===== src/rtl/fram_pkg.sv =====
// rtl/fram_pkg.sv - shared opcodes, FSM states and write-protect helper for fram_access
package fram_pkg;

  localparam logic [7:0] OP_WREN  = 8'h06;
  localparam logic [7:0] OP_WRITE = 8'h02;
  localparam logic [7:0] OP_READ  = 8'h03;

  typedef enum logic [3:0] {
    IDLE,
    WCOLLECT,
    WREN_CMD,
    CS_GAP,
    WR_HDR,
    WR_DATA,
    RD_HDR,
    RD_DATA,
    DONE
  } fram_state_t;

  // True when the wrapped range addr..addr+len-1 touches any address below top.
  // A range that runs past 16'hFFFF wraps through address 0, which is always protected.
  function automatic logic fram_prot_hit(input logic [15:0] addr,
                                         input logic [16:0] len,
                                         input logic [15:0] top);
    logic [16:0] last;
    last = {1'b0, addr} + len - 17'd1;
    return (len != 17'd0) && (top != 16'd0) && ((addr < top) || last[16]);
  endfunction

endpackage


===== src/rtl/fram_spi_byte.sv =====
// rtl/fram_spi_byte.sv - one SPI mode-0 byte transfer, MSB first
module fram_spi_byte #(
  parameter int CLK_DIV = 2
) (
  input  logic       clk,
  input  logic       rst,
  input  logic       i_start,
  input  logic [7:0] im_tx,
  input  logic       i_miso,
  output logic       o_sck,
  output logic       o_mosi,
  output logic [7:0] om_rx,
  output logic       o_rx_valid,
  output logic       o_done
);

  localparam int CW = (CLK_DIV > 1) ? $clog2(CLK_DIV) : 1;
  localparam logic [CW-1:0] DIV_LAST = CW'(CLK_DIV - 1);

  logic          r_busy;
  logic          r_sck;
  logic          r_mosi;
  logic [7:0]    r_tx;
  logic [7:0]    r_rx;
  logic [2:0]    r_bit;
  logic [CW-1:0] r_div;
  logic          r_rx_valid;
  logic          r_done;

  // Half-period timer: SCK rises (sample MISO) and falls (next MOSI bit) every CLK_DIV cycles.
  // o_rx_valid marks the 8th rising edge; o_done marks the final falling edge.
  always_ff @(posedge clk) begin
    if (rst) begin
      r_busy     <= 1'b0;
      r_sck      <= 1'b0;
      r_mosi     <= 1'b0;
      r_tx       <= 8'h00;
      r_rx       <= 8'h00;
      r_bit      <= 3'd0;
      r_div      <= '0;
      r_rx_valid <= 1'b0;
      r_done     <= 1'b0;
    end else begin
      r_rx_valid <= 1'b0;
      r_done     <= 1'b0;
      if (!r_busy) begin
        if (i_start) begin
          r_busy <= 1'b1;
          r_tx   <= im_tx;
          r_mosi <= im_tx[7];
          r_bit  <= 3'd0;
          r_div  <= '0;
          r_sck  <= 1'b0;
        end
      end else if (r_div != DIV_LAST) begin
        r_div <= r_div + CW'(1);
      end else begin
        r_div <= '0;
        if (!r_sck) begin
          r_sck <= 1'b1;
          r_rx  <= {r_rx[6:0], i_miso};
          if (r_bit == 3'd7) r_rx_valid <= 1'b1;
        end else begin
          r_sck <= 1'b0;
          if (r_bit == 3'd7) begin
            r_busy <= 1'b0;
            r_done <= 1'b1;
          end else begin
            r_bit  <= r_bit + 3'd1;
            r_tx   <= {r_tx[6:0], 1'b0};
            r_mosi <= r_tx[6];
          end
        end
      end
    end
  end

  assign o_sck      = r_sck;
  assign o_mosi     = r_mosi;
  assign om_rx      = r_rx;
  assign o_rx_valid = r_rx_valid;
  assign o_done     = r_done;

endmodule


===== src/rtl/fram_access.sv =====
// rtl/fram_access.sv - SPI FRAM burst read/write controller; optional write protection via FRAM_WR_PROTECT_EN
module fram_access
  import fram_pkg::*;
#(
  parameter int          CLK_DIV    = 2,
  parameter int          WBUF_DEPTH = 64,
  parameter logic [15:0] PROT_TOP   = 16'h0100
) (
  input  logic        clk,
  input  logic        rst,
  input  logic        i_fram_rden,
  input  logic        i_fram_wren,
  input  logic [15:0] im_fram_addr,
  input  logic [15:0] im_fram_wr_len,
  input  logic        i_fram_wr_dv,
  input  logic [7:0]  im_fram_wdata,
  output logic        o_fram_rd_dv,
  output logic [7:0]  om_fram_rdata,
  output logic        o_fram_rdy,
  output logic        o_fram_err,
  output logic        o_spi_csn,
  output logic        o_spi_sck,
  output logic        o_spi_mosi,
  input  logic        i_spi_miso
);

  localparam int          AW          = (WBUF_DEPTH > 1) ? $clog2(WBUF_DEPTH) : 1;
  localparam logic [16:0] BUF_LEN_MAX = 17'(WBUF_DEPTH);
  localparam logic [16:0] GAP_LAST    = 17'(2 * CLK_DIV - 1);

  fram_state_t r_state;
  logic [15:0] r_addr;
  logic [16:0] r_len;
  logic [16:0] r_cnt;
  logic [1:0]  r_hdr;
  logic        r_issued;
  logic        r_start;
  logic        r_rdy;
  logic        r_err;
  logic        r_csn;
  logic        r_rd_dv;
  logic [7:0]  r_rdata;
  logic [7:0]  r_buf_byte;
  logic [7:0]  r_wbuf [WBUF_DEPTH];

  logic [7:0]    w_tx;
  logic [7:0]    w_rx;
  logic          w_rx_valid;
  logic          w_done;
  logic          w_prot_hit;
  logic [AW-1:0] w_buf_idx;

  assign w_buf_idx = r_cnt[AW-1:0];

`ifdef FRAM_WR_PROTECT_EN
  assign w_prot_hit = fram_prot_hit(r_addr, r_len, PROT_TOP);
`else
  // Protection disabled: PROT_TOP is referenced only so the parameter stays visible.
  assign w_prot_hit = 1'b0 & (|PROT_TOP);
`endif

  fram_spi_byte #(.CLK_DIV(CLK_DIV)) u_spi_byte (
    .clk        (clk),
    .rst        (rst),
    .i_start    (r_start),
    .im_tx      (w_tx),
    .i_miso     (i_spi_miso),
    .o_sck      (o_spi_sck),
    .o_mosi     (o_spi_mosi),
    .om_rx      (w_rx),
    .o_rx_valid (w_rx_valid),
    .o_done     (w_done)
  );

  // Write-burst RAM: filled in order during WCOLLECT, read synchronously by the byte counter.
  always_ff @(posedge clk) begin
    if (r_state == WCOLLECT && i_fram_wr_dv) r_wbuf[w_buf_idx] <= im_fram_wdata;
    r_buf_byte <= r_wbuf[w_buf_idx];
  end

  // Byte to shift out, picked by the current state and header position.
  always_comb begin
    w_tx = 8'h00;
    case (r_state)
      WREN_CMD: w_tx = OP_WREN;
      WR_HDR, RD_HDR: begin
        case (r_hdr)
          2'd0:    w_tx = (r_state == WR_HDR) ? OP_WRITE : OP_READ;
          2'd1:    w_tx = r_addr[15:8];
          default: w_tx = r_addr[7:0];
        endcase
      end
      WR_DATA: w_tx = r_buf_byte;
      default: w_tx = 8'h00;
    endcase
  end

  // Transaction FSM: each SPI byte is issued once (r_issued) and retired on the shifter's done pulse.
  always_ff @(posedge clk) begin
    if (rst) begin
      r_state  <= IDLE;
      r_addr   <= 16'h0000;
      r_len    <= 17'd0;
      r_cnt    <= 17'd0;
      r_hdr    <= 2'd0;
      r_issued <= 1'b0;
      r_start  <= 1'b0;
      r_rdy    <= 1'b1;
      r_err    <= 1'b0;
      r_csn    <= 1'b1;
      r_rd_dv  <= 1'b0;
      r_rdata  <= 8'h00;
    end else begin
      r_err   <= 1'b0;
      r_rd_dv <= 1'b0;
      r_start <= 1'b0;
      case (r_state)
        IDLE: begin
          if (i_fram_rden && i_fram_wren) begin
            r_err <= 1'b1;
          end else if (i_fram_rden || i_fram_wren) begin
            r_addr   <= im_fram_addr;
            r_len    <= {1'b0, im_fram_wr_len};
            r_rdy    <= 1'b0;
            r_cnt    <= 17'd0;
            r_hdr    <= 2'd0;
            r_issued <= 1'b0;
            if (im_fram_wr_len == 16'd0) begin
              r_state <= DONE;
            end else if (i_fram_rden) begin
              r_state <= RD_HDR;
            end else if ({1'b0, im_fram_wr_len} > BUF_LEN_MAX) begin
              r_err   <= 1'b1;
              r_state <= DONE;
            end else begin
              r_state <= WCOLLECT;
            end
          end
        end
        WCOLLECT: begin
          if (i_fram_wr_dv) begin
            if (r_cnt + 17'd1 == r_len) begin
              r_cnt <= 17'd0;
              if (w_prot_hit) begin
                r_err   <= 1'b1;
                r_state <= DONE;
              end else begin
                r_state <= WREN_CMD;
              end
            end else begin
              r_cnt <= r_cnt + 17'd1;
            end
          end
        end
        WREN_CMD: begin
          if (!r_issued) begin
            r_csn    <= 1'b0;
            r_start  <= 1'b1;
            r_issued <= 1'b1;
          end else if (w_done) begin
            r_csn    <= 1'b1;
            r_issued <= 1'b0;
            r_cnt    <= 17'd0;
            r_state  <= CS_GAP;
          end
        end
        CS_GAP: begin
          if (r_cnt == GAP_LAST) begin
            r_cnt   <= 17'd0;
            r_state <= WR_HDR;
          end else begin
            r_cnt <= r_cnt + 17'd1;
          end
        end
        WR_HDR, RD_HDR: begin
          if (!r_issued) begin
            r_csn    <= 1'b0;
            r_start  <= 1'b1;
            r_issued <= 1'b1;
          end else if (w_done) begin
            r_issued <= 1'b0;
            if (r_hdr == 2'd2) begin
              r_hdr   <= 2'd0;
              r_state <= (r_state == WR_HDR) ? WR_DATA : RD_DATA;
            end else begin
              r_hdr <= r_hdr + 2'd1;
            end
          end
        end
        WR_DATA, RD_DATA: begin
          if (r_state == RD_DATA && w_rx_valid) begin
            r_rd_dv <= 1'b1;
            r_rdata <= w_rx;
          end
          if (!r_issued) begin
            r_start  <= 1'b1;
            r_issued <= 1'b1;
          end else if (w_done) begin
            r_issued <= 1'b0;
            if (r_cnt + 17'd1 == r_len) r_state <= DONE;
            else                        r_cnt   <= r_cnt + 17'd1;
          end
        end
        DONE: begin
          r_csn   <= 1'b1;
          r_rdy   <= 1'b1;
          r_state <= IDLE;
        end
        default: r_state <= IDLE;
      endcase
    end
  end

  assign o_fram_rd_dv  = r_rd_dv;
  assign om_fram_rdata = r_rdata;
  assign o_fram_rdy    = r_rdy;
  assign o_fram_err    = r_err;
  assign o_spi_csn     = r_csn;

endmodule


===== config.mk =====
export PLATFORM = sky130hd
export DESIGN_NAME = fram_access
export DESIGN_NICKNAME = d
export VERILOG_FILES = /design/src/rtl/fram_pkg.sv /design/src/rtl/fram_spi_byte.sv /design/src/rtl/fram_access.sv
export SDC_FILE = /design/constraint.sdc
export NUM_CORES = 1
export LEC_CHECK = 0
export ABC_AREA = 1
export BUFFER_PORTS_ARGS = -buffer_cell sky130_fd_sc_hd__buf_2
export CORE_MARGIN = 1
export CORE_UTILIZATION = 65
export CTS_CLUSTER_DIAMETER = 200
export DETAILED_ROUTE_END_ITERATION = 6
export PLACE_DENSITY = 0.81
export SYNTH_ARGS = -nofsm -noshare
export SYNTH_HDL_FRONTEND = slang
export SYNTH_HIERARCHICAL = 1
export SYNTH_SLANG_ARGS = --single-unit

===== constraint.sdc =====
create_clock -name clk -period 4.5 [get_ports clk]
set_clock_uncertainty 0.2 [all_clocks]
set_input_delay 0.45 -clock clk [delete_from_list [all_inputs] [get_ports clk]]
set_output_delay 0.45 -clock clk [all_outputs]
set_load 0.01 [all_outputs]

### Yosys cells after proc, flatten, opt, wreduce, memory -nomap -nowiden

Memory sizes are Yosys's and may differ from the RTL's. A register that Yosys moved wholly into a read port is not among the register bits.
Cells that the tools add are included.

| word-level totals | value |
|---|---|
| bits in registers | 93 |
| memories | 1 |
| RAM bits | 512 |
| input port bits | 46 |

| cells by class | value |
|---|---|
| equal/unequal tests | 32 |
| muxes and demuxes | 84 |
| reductions and logical operators | 32 |
| $lt $le $gt $ge | 1 |
| $add $sub $neg | 4 |
| bitwise logic cells | 7 |

Memories:

| name | words | width | read ports | clocked after Yosys merged registers in | write ports | RTL line | text |
|---|---|---|---|---|---|---|---|
| r_wbuf | 64 | 8 | 1 | 1 | 1 | fram_access.sv:44 | `logic [7:0] r_wbuf [WBUF_DEPTH];` |

Operator list:

| kind | number |
|---|---|
| $mux W17 | 10 |
| $pmux W17 S5 | 1 |
| $mux W4 | 16 |
| $mux W7 | 5 |
| $mux W1 | 34 |
| $ne A2 B2 Y1 const B | 14 |
| $pmux W4 S6 | 1 |
| $pmux W8 S3 | 1 |
| $add A17 B1 Y17 const B | 1 |
| $eq A17 B16 Y1 | 1 |
| $eq A17 B2 Y1 const B | 1 |
| $eq A4 B3 Y1 const B | 4 |
| $gt A16 B7 Y1 const B | 1 |
| $logic_not A16 Y1 | 1 |
| $pmux W8 S2 | 1 |
| $mux W3 | 5 |
| $reduce_and A3 Y1 | 5 |
| $reduce_and A13 Y1 | 1 |
| $mux W2 | 6 |
| $reduce_or A2 Y1 | 5 |
| $reduce_and A9 Y1 | 1 |
| $eq A4 B2 Y1 const B | 2 |
| $ne A2 B1 Y1 const B | 4 |
| $reduce_bool A2 Y1 | 4 |
| 24 further kinds | 35 |

### Depth between registers and ports, before layout

Gate-level depths: netlist (run 1).

| logic depth | value |
|---|---|
| depth in word-level cells | 7 |
| mapped depth | 20 |
| gate-level depth less buffers | 18 |

### Hierarchy

Netlist (run 1), hierarchy kept.

By module, submodules not included:

| module | cells each | times used | area an instance (sq um) |
|---|---|---|---|
| fram_access | 1839 | 1 | 23013.3 |
| fram_spi_byte | 165 | 1 | 1089.8 |

### Worst setup path after synthesis (run 1)

OpenSTA, ideal clock, no wires.

| timing path | value |
|---|---|
| path kind | flip-flop to flip-flop |
| start | reg r_cnt[2] |
| end | mem r_wbuf[14][0], enable pin |
| period minus slack after synthesis | 2.576 ns |
| stages on the path, launching flop included | 9 |
| data arrival time | 2.006 ns |
| setup slack | 1.924 ns |
| data required time | 3.930 ns |
| cells stage by stage | dfxtp_1 > buf_4 > nand2_1 > nor2_1 > buf_2 > buf_1 > clkbuf_1 > nand2_1 > nor2_1 |

RTL lines:

| element | RTL line | text |
|---|---|---|
| start, declared | fram_access.sv:34 | `logic [16:0] r_cnt;` |
| start signal, assigned | fram_access.sv:151 | `r_cnt <= r_cnt + 17'd1;` |
| start signal, assigned | fram_access.sv:172 | `r_cnt <= r_cnt + 17'd1;` |
| start signal, assigned | fram_access.sv:201 | `else r_cnt <= r_cnt + 17'd1;` |
| end, declared | fram_access.sv:44 |  |

Straight into the memory's write port.

### Worst setup path in the final report (run 1)

| timing path | value |
|---|---|
| start | reg r_cnt[2] |
| end | mem r_wbuf[34][5], enable pin |

Straight into the memory's write port.

==> results.md, run 1 <==
- Clock Power Share: 30.7%
- Reg-to-reg endpoint: r_wbuf[34][5]
- WL/cell: 24.3 um
- Fin crit share: 80.3%
- CTS root buf: clkbuf_16
- Worst path arrival time: 3660 ps
- Bufs and invs on worst path: 3
- Post-Syn Nets: 2055
- Critical path launch point: r_cnt[2]
- Reg2reg start: r_cnt[2]
- Post-synth EDFFs: 512
- Setup TNS: 0 ps
- Largest net degree at the start of global routing: 65
- I/O pin cnt: 60
- Routed vias: 17100
- Startpoint types: flop
- Count of cell types in the netlist: 42
- Number of max-cap violations: 0
- Async S/R FF share, synth: 0%
- CTS Sinks: 613
- Post-synthesis sequential area ratio: 72.2%
- Peak supply drop: 400 uV
- Initial antenna violation count: 0
- Pwr Total: 15900 uW
- Initial Util: 66.0%
- Height of the die: 195 um
- Worst-path fanout max: 43
- Core Area: 36500 sq um
- Crit end category: flop
- P_int: 10500 uW
- Actual slew at the worst max-slew pin: 1200 ps
- Power per Cell Area: 587 nW/um^2
- # nets final: 2157
- CP peak stage delay: 800 ps
- Seq cells post-synth: 613
- Share of cells above drive strength 1: 9.79%
- M2 GR Usage: 54.4%
- Routing usage on met1: 45.6%
- Reg clk slew, reported paths: 60 ps
- Fin crit period: 3610 ps
- Estimated wirelength of the detail-placed design: 39000 um
- Gate Count Post-Synth: 2004
- Tot GR Track Use: 34.2%
- Slew headroom: 19.6%
- Worst Hold Class: in -> reg
- Routability Congestion: 0.979
- Status: finished, final reports clean
- CP required: 4550 ps
- Avg Synthesized Cell Area: 12.0 sq um
- RSZ-0062 raised after global routing: no
- # diodes: 0
- Critical path's slowest cell: nor2_1
- Crit path max-delay family: simple AND/OR/NAND/NOR gates
- Psw: 5380 uW
- Crit path to: r_wbuf[34][5]
- # Post-CTS Setup Buffers: 0
- Die ar.: 37900 sq um
- Post-synth top area cell: edfxtp_1
- Slew Viols, Final: 0
- Logic pwr share: 26.7%
- Leak: 0.00948 uW
- Crit path kind: reg -> reg
- # DRC: 0
- Number of global-route vias before repair: 16600
- Area growth from synthesis to final layout: 12.4%
- CTS HTree Levels: 2
- Drt first-iter violations: 2231
- Clock latency on the worst-skew pair: 640 ps
- Sequential share of power: 42.6%
- Area fraction of the dominant cell type after synthesis: 63.8%
- Most Crowded Layer GR: met2
- CP Depth: 6
- Routed Antenna Nets: 0
- Peak Freq: 277 MHz
- Ys Warns: 6
- R2r setup slk: 890 ps
- Placement Cell Area: 24900 sq um
- Row cnt: 70
- Max clock buf depth: 3
- CTS tree: built
- Post-synth top flop: edfxtp_1
- Total grt overflow: 0
- Synth area leaders: edfxtp_1 (64%), dfxtp_1 (8.4%), nand2_1 (6.9%)
- Drt total wl: 63700 um
- Cell depth of the worst flop-to-flop path: 6
- GRT met3 Usage: 7.58%
- Net Sw Frac: 33.8%
- IO buf count: 59
- Die W: 195 um
- Setup violations, final: 0
- First-pass GRT wire length: 96600 um
- Drt pass-1 iters: 6
- Cell breakdown of the critical path: inv_1 > nand3_1 > buf_4 > inv_2 > nand2_1 > nor2_1
- Fin util: 74.2%
- Vias per cell: 6.52
- CTS Buf Count: 58
- Design Area, Final: 27100 sq um
- Post-Syn Area: 24100 sq um
- Final Hold Vio Count: 0
==> stage by stage <==
stage	hold slack (ps)	worst slack [ps]	instances
floorplan	221	1920	2004
global placement	230	1160	2486
detailed placement	247	1050	2486
CTS	6.04	1020	2623
global route	43.6	699	2623
finish	45.1	886	2623
==> final cells by class <==
type                    instances  area [sq um]
clock inverters                42           419
repair buffers                122           838
fillers                      2230          9430
inverters                     137           514
multi-input cells            1174          5850
well taps                     468           586
clock buffers                  67          1490
flip-flops and latches        613         17400
==> cell families after synthesis <==
| family | Yosys count | synth area share [%] |
|---|---|---|
| xor+xnor | 2 | 0.130 |
| simple gates | 839 | 14.7 |
| compound gates | 328 | 9.13 |
| fa+ha+maj | 5 | 0.260 |
| flops | 613 | 72.2 |
| buf+inv | 217 | 3.59 |
==> metal layers <==
layer  vias up  share of wire, %
met5         -                 0
met4         0               4.3
met1      8163                37
met3       195                12
met2      1321                47
li1       7424                 -
==> worst min-delay path: cells and delay by family <==
family / cells / cell delay, ps
buf+inv: 1 / 80
compound gates: 2 / 280
==> cells in the mapped netlist (11+ instances only) <==
cell / number
edfxtp_1: 512
clkbuf_1: 51
nand4_1: 76
o21ai_0: 68
a22o_1: 25
a21oi_1: 75
nand3_1: 74
buf_2: 11
a221oi_1: 46
nand2_1: 442
nor2_1: 212
dfxtp_1: 101
buf_1: 12
inv_1: 129
a22oi_1: 85
==> worst min path at each step <==
stage                     endpoint  slack, ps  cells after the start                start
4_1_cts                   r_len[1]          6                      3    im_fram_wr_len[1]
3_5_place_dp             r_addr[6]        250                      2            r_addr[6]
5_1_grt                   r_len[1]         40                      3    im_fram_wr_len[1]
2_1_floorplan  u_spi_byte/om_rx[7]        220                      2  u_spi_byte/om_rx[7]
6_report                  r_len[5]         50                      3    im_fram_wr_len[5]
3_3_place_gp   u_spi_byte/om_rx[7]        230                      2  u_spi_byte/om_rx[7]
==> power by group through the flow <==
stage,Combinational (uW),Clock [uW],Sequential [uW]
finish,4250,4880,6770
detailed placement,4060,0,6860
global placement,3970,0,6850
CTS,4130,4880,6750
floorplan,2780,0,6730
global route,4590,5080,6790
==> registers in the layout, summed over array words and instances, names as in the netlist, 2 cells and up <==
| name | cells |
|---|---|
| r_len | 16 |
| u_spi_byte/r_tx | 7 |
| r_cnt | 17 |
| om_fram_rdata | 8 |
| r_hdr | 2 |
| u_spi_byte/om_rx | 8 |
| r_wbuf | 512 |
| u_spi_byte/r_bit | 3 |
| r_buf_byte | 8 |
| r_state | 4 |
| r_addr | 16 |
==> placed cells by master, fill, tap and decap left out, types with 2 or more instances in the layout <==
cell,synthesis,final
a21oi_1,75,75
a221oi_1,46,46
a22o_1,25,25
a22oi_1,85,85
a31oi_1,2,2
buf_2,11,59
buf_4,2,35
bufinv_16,0,7
clkbuf_1,51,9
clkbuf_16,0,58
clkinv_1,3,15
clkinv_2,0,15
dfxtp_1,101,101
dlygate4sd3_1,0,28
edfxtp_1,512,512
ha_1,5,5
inv_1,129,128
inv_2,5,7
inv_6,0,2
nand2_1,442,442
nand2_2,4,4
nand2_4,4,4
nand3_1,74,74
nand4_1,76,76
nor2_1,212,211
nor2_2,2,2
nor2_4,3,4
nor3_1,8,7
nor4_1,5,5
o2111ai_1,2,2
o21ai_0,68,68
o21ai_1,3,3
o221ai_1,6,6
o22ai_1,3,3
o2bb2ai_1,7,7
o31ai_1,3,3
or2_2,6,6
==> timing repair <==
item,4_1_cts,5_1_grt
gates resized for setup,0,0
hold buffers,28,0
endpoints found under the hold margin,29,0
(Power assumes the default switching activity.)
==> run 2, diff against run 1 <==
--- a/config.mk
+++ b/config.mk
@@ -5,13 +5,13 @@
 export SDC_FILE = /design/constraint.sdc
 export NUM_CORES = 1
 export LEC_CHECK = 0
-export ABC_AREA = 1
+export ABC_AREA = 0
 export BUFFER_PORTS_ARGS = -buffer_cell sky130_fd_sc_hd__buf_2
 export CORE_MARGIN = 1
-export CORE_UTILIZATION = 65
+export CORE_UTILIZATION = 56
 export CTS_CLUSTER_DIAMETER = 200
 export DETAILED_ROUTE_END_ITERATION = 6
-export PLACE_DENSITY = 0.81
+export PLACE_DENSITY = 0.74
 export SYNTH_ARGS = -nofsm -noshare
 export SYNTH_HDL_FRONTEND = slang
 export SYNTH_HIERARCHICAL = 1
==> constraint.sdc (replaced) <==
create_clock -name clk -period 3.15 [get_ports clk]
set_clock_uncertainty 0.2 [all_clocks]
set_input_delay 0.315 -clock clk [delete_from_list [all_inputs] [get_ports clk]]
set_output_delay 0.315 -clock clk [all_outputs]
set_load 0.01 [all_outputs]
==> run 2 against run 1 <==
  * Worst hold slack gained 21 ps
  * First-iteration DRC count shrank 14%
  * Maximum frequency grew 16%
  * Setup slack lost 850 ps
  * Largest power group unchanged
  * Combinational power shrank 41%
  * Critical endpoint is now r_buf_byte[5]
  * Synthesized cell count shrank 18%
  * Sequential share of layout area shrank 2.6 points
  * Clock power grew 42%
  * Die area grew 14%
  * Register-to-register slack lost 850 ps
  * Final area grew 4.4%
==> results.md, run 2 <==
- Worst Hold Class: in -> reg
- CTS tree: built
- Estimated wirelength of the detail-placed design: 37700 um (-3.5%)
- Max reg flops: 512 (unchanged)
- Reg clk slew, reported paths: 60 ps (about the same)
- # nets final: 1942 (-10%)
- Vias per cell: 6.52 (about the same)
- Startpoint types: flop
- # diodes: 0 (unchanged)
- Area growth from synthesis to final layout: 19.2%
- Share of cells above drive strength 1: 18.8% (+9.0 points)
- Bufs and invs on worst path: 3 (unchanged)
- Initial Util: 56.7% (-9.3 points)
- Synth Area in Compound Gates: 14.1% (+5.0 points)
- Reg with most FFs: r_wbuf
- Die W: 208 um (+6.8%)
- R2r setup slk: 30 ps (-850 ps)
- Crit path to: r_buf_byte[5]
- Post-synth top flop: edfxtp_1
- Post-Syn Nets: 1696 (-17%)
- Commonest non-fill, non-tap cells in the layout: edfxtp_1 (512), buf_4 (164), a22oi_1 (149)
- Critical path's slowest cell: nor2_4
- Worst-path fanout max: 21 (-51%)
- Gate Count Post-Synth: 1645 (-18%)
- Most used cell, CP: buf_4
- Height of the die: 208 um (+6.8%)
- Drt total wl: 64100 um (+0.69%)
- Mux cell area share after synthesis: 1.82% (+1.8 points)
- Core Area: 41900 sq um (+15%)
- IO buf count: 59 (unchanged)
- WL/cell: 25.9 um (+6.6%)
- CP peak stage delay: 600 ps (-200 ps)
- Drt first-iter violations: 1909 (-14%)
- CTS Sinks: 613 (unchanged)
- Status: finished, final reports clean
- Combined area of the multi-input logic cells: 5930 sq um (+1.3%)
- Fin crit share: 98.9% (+19 points)
- Logic pwr share: 13.5% (-13 points)
- Synth area leaders: edfxtp_1 (65%), dfxtp_1 (8.5%), a22oi_1 (4.7%)
- Reg-to-reg endpoint: r_buf_byte[5]
- Peak supply drop: 674 uV (+69%)
- Most common cell after layout, fill and taps aside: edfxtp_1
- Row cnt: 75 (+7.1%)
- Ys Warns: 6 (unchanged)
- Clock latency on the worst-skew pair: 640 ps (about the same)
- Reg2reg start: r_cnt[1]
- Post-synth top area cell: edfxtp_1
- CTS root buf: clkbuf_16
- Number of global-route vias before repair: 15700 (-4.9%)
- Setup violations, final: 0 (unchanged)
- Leak: 0.00949 uW (+0.13%)
- Max clock buf depth: 3 (unchanged)
- Count of cell types in the netlist: 74 (+76%)
- P_int: 13900 uW (+32%)
- Number of max-cap violations: 0 (unchanged)
- Most frequent cell after synthesis: edfxtp_1
- Largest net degree at the start of global routing: 65 (unchanged)
- Seq cells post-synth: 613 (unchanged)
- Actual slew at the worst max-slew pin: 1220 ps (+11.9 ps)
- Sequential share of power: 49.3% (+6.7 points)
- CP Depth: 9 (+3)
- Pre-CTS setup slack: 8.46 ps (-1050 ps)
- Slew headroom: 18.9% (-0.70 points)
- Final Hold Vio Count: 0 (unchanged)
- Fin crit period: 3120 ps (-499 ps)
- Cell breakdown of the critical path: buf_4 > buf_4 > nand2b_1 > nor2_4 > buf_4 > a221oi_1 > a31oi_1 > a21oi_1 > o21ai_0
- Clock Power Share: 37.2% (+6.5 points)
- Final worst slack: 34.8 ps (-851 ps)
- Peak Freq: 321 MHz (+16%)
- CTS Buf Count: 59 (+1.7%)
- Area fraction of the dominant cell type after synthesis: 64.8% (+1.0 points)
- Register Area: 17400 sq um (about the same)
- Top Registers: r_wbuf (512), r_cnt (17)
- Routed vias: 16200 (-5.6%)
- Post-Synth Simple-Gate Area: 7.57% (-7.1 points)
- Hold depth: 2 (-1)
- Routed Antenna Nets: 0 (unchanged)
- I/O pin cnt: 60 (unchanged)
- Post-synth EDFFs: 512 (unchanged)
- Crit path kind: reg -> reg
- Crit path max-delay family: compound AO/OA/AOI/OAI gates
- CP required: 3470 ps (-1080 ps)
- Slew Viols, Final: 0 (unchanged)
- # DRC: 0 (unchanged)
- Net Sw Frac: 25.4% (-8.4 points)
- Initial antenna violation count: 3 (+3)
- Xor and xnor area share after synthesis: 0.701% (+0.57 points)
- Async S/R FF share, synth: 0% (unchanged)
- Post-Syn Area: 23700 sq um (-1.6%)
- Number of fill cells: 2789 (+25%)
- Critical path launch point: r_cnt[1]
- CTS HTree Levels: 2 (unchanged)
- Worst path arrival time: 3440 ps (-220 ps)
- Post-synthesis sequential area ratio: 73.3% (+1.1 points)
- Power per Cell Area: 661 nW/um^2 (+13%)
- Avg Synthesized Cell Area: 14.4 sq um (+20%)
- Die ar.: 43200 sq um (+14%)
- Post-synth top cells: edfxtp_1 (512), a22oi_1 (149), nor2_1 (128)
- Tot GR Track Use: 29.3% (-4.9 points)
- Setup TNS: 0 ps (unchanged)
- Crit end category: flop
- Adder-Cell Fraction of Synth Area: 0.264% (+0.0041 points)
- First-pass GRT wire length: 94700 um (-2.0%)
- Drt pass-1 iters: 6 (unchanged)
- Routability Congestion: 0.938 (-4.2%)
- Cell depth of the worst flop-to-flop path: 9 (+3)
- Total grt overflow: 0 (unchanged)
- Largest family of logic cells by synthesized area: compound AO/OA/AOI/OAI gates
- Psw: 4750 uW (-12%)
-- run 2: changes by cell type after synthesis, moves of 57 or more --
cell / previous run / this run
a22oi_1: 85 / 149
a31oi_1: 2 / 65
inv_1: 129 / 17
nand2_1: 442 / 120
nand3_1: 74 / 15
nand4_1: 76 / 19
nor2_1: 212 / 128
-- run 2: power groups by stage --
stage	clock (uW)	combinational (uW)	sequential, uW
after floorplan	0	1470	9290
after global placement	0	2210	9360
after detailed placement	0	2230	9370
after CTS	7010	2400	9200
after global routing	7330	2710	9230
final	6950	2520	9210
-- run 2: worst min path at each step --
stage / from / endpoint
final: rst / o_fram_err
after CTS: rst / o_fram_err
after detailed placement: r_addr[2] / r_addr[2]
after global placement: r_addr[4] / r_addr[4]
after global routing: rst / o_fram_err
after floorplan: im_fram_wdata[0] / r_wbuf[0][0]
-- run 2: per-stage QoR --
step	power (uW)	instances	hold slack (ps)	cell area [sq um]	utilization (%)
2_1_floorplan	10800	1645	214	23700	-
3_3_place_gp	11600	2298	247	25600	61.2
3_5_place_dp	11600	2298	250	25600	61.2
4_1_cts	18600	2470	37.6	28100	67.2
5_1_grt	19300	2478	78.4	28300	67.6
6_report	18700	2478	65.8	28300	67.6
-- run 2: area by class of cell --
| class | count | share of cell area [%] |
|---|---|---|
| clock inverter | 35 | 1.28 |
| tap | 539 | 2.39 |
| timing repair buffer | 293 | 8.12 |
| sequential | 613 | 61.6 |
| inverter | 18 | 0.239 |
| clock buffer | 74 | 5.42 |
| multi-input combinational | 906 | 21.0 |
-- run 2: per-layer routing --
layer | vias to the layer above | global-route usage (%) | share of wire (%)
li1 | 7009 | - | -
met1 | 7940 | 38.7 | 38
met2 | 1015 | 47.6 | 48
met3 | 183 | 5.25 | 10
met4 | 4 | 13.6 | 4.3
met5 | - | 0 | 0.036
-- run 2: worst reg2reg max path: stages, from the launching register on --
cell and delay [ps]:
dfxtp_2 360, buf_4 120, buf_4 250, nand2b_1 230, nor2_4 600, buf_4 320, a221oi_1 150, a31oi_1 440
a21oi_1 130, o21ai_0 250
-- run 2: kinds of logic (layout without fill, tap and decap cells) --
family	count (synthesis)	after routing
muxes	41	41
adders and majority gates	5	5
buffers and inverters	129	420
and+or+nand+nor	382	383
xor gates and xnor gates	19	19
DFF	613	613
AOI/OAI and AO/OA	456	458
-- run 2: timing repair --
| item | in CTS | in global routing |
|---|---|---|
| pin swaps | 0 | 11 |
| gates resized for setup | 1 | 21 |
| setup endpoints to repair | 1 | 23 |
| endpoints found under the hold margin | 78 | 0 |
| cloned | 0 | 3 |
| setup buffers | 0 | 5 |
| hold buffers | 63 | 0 |
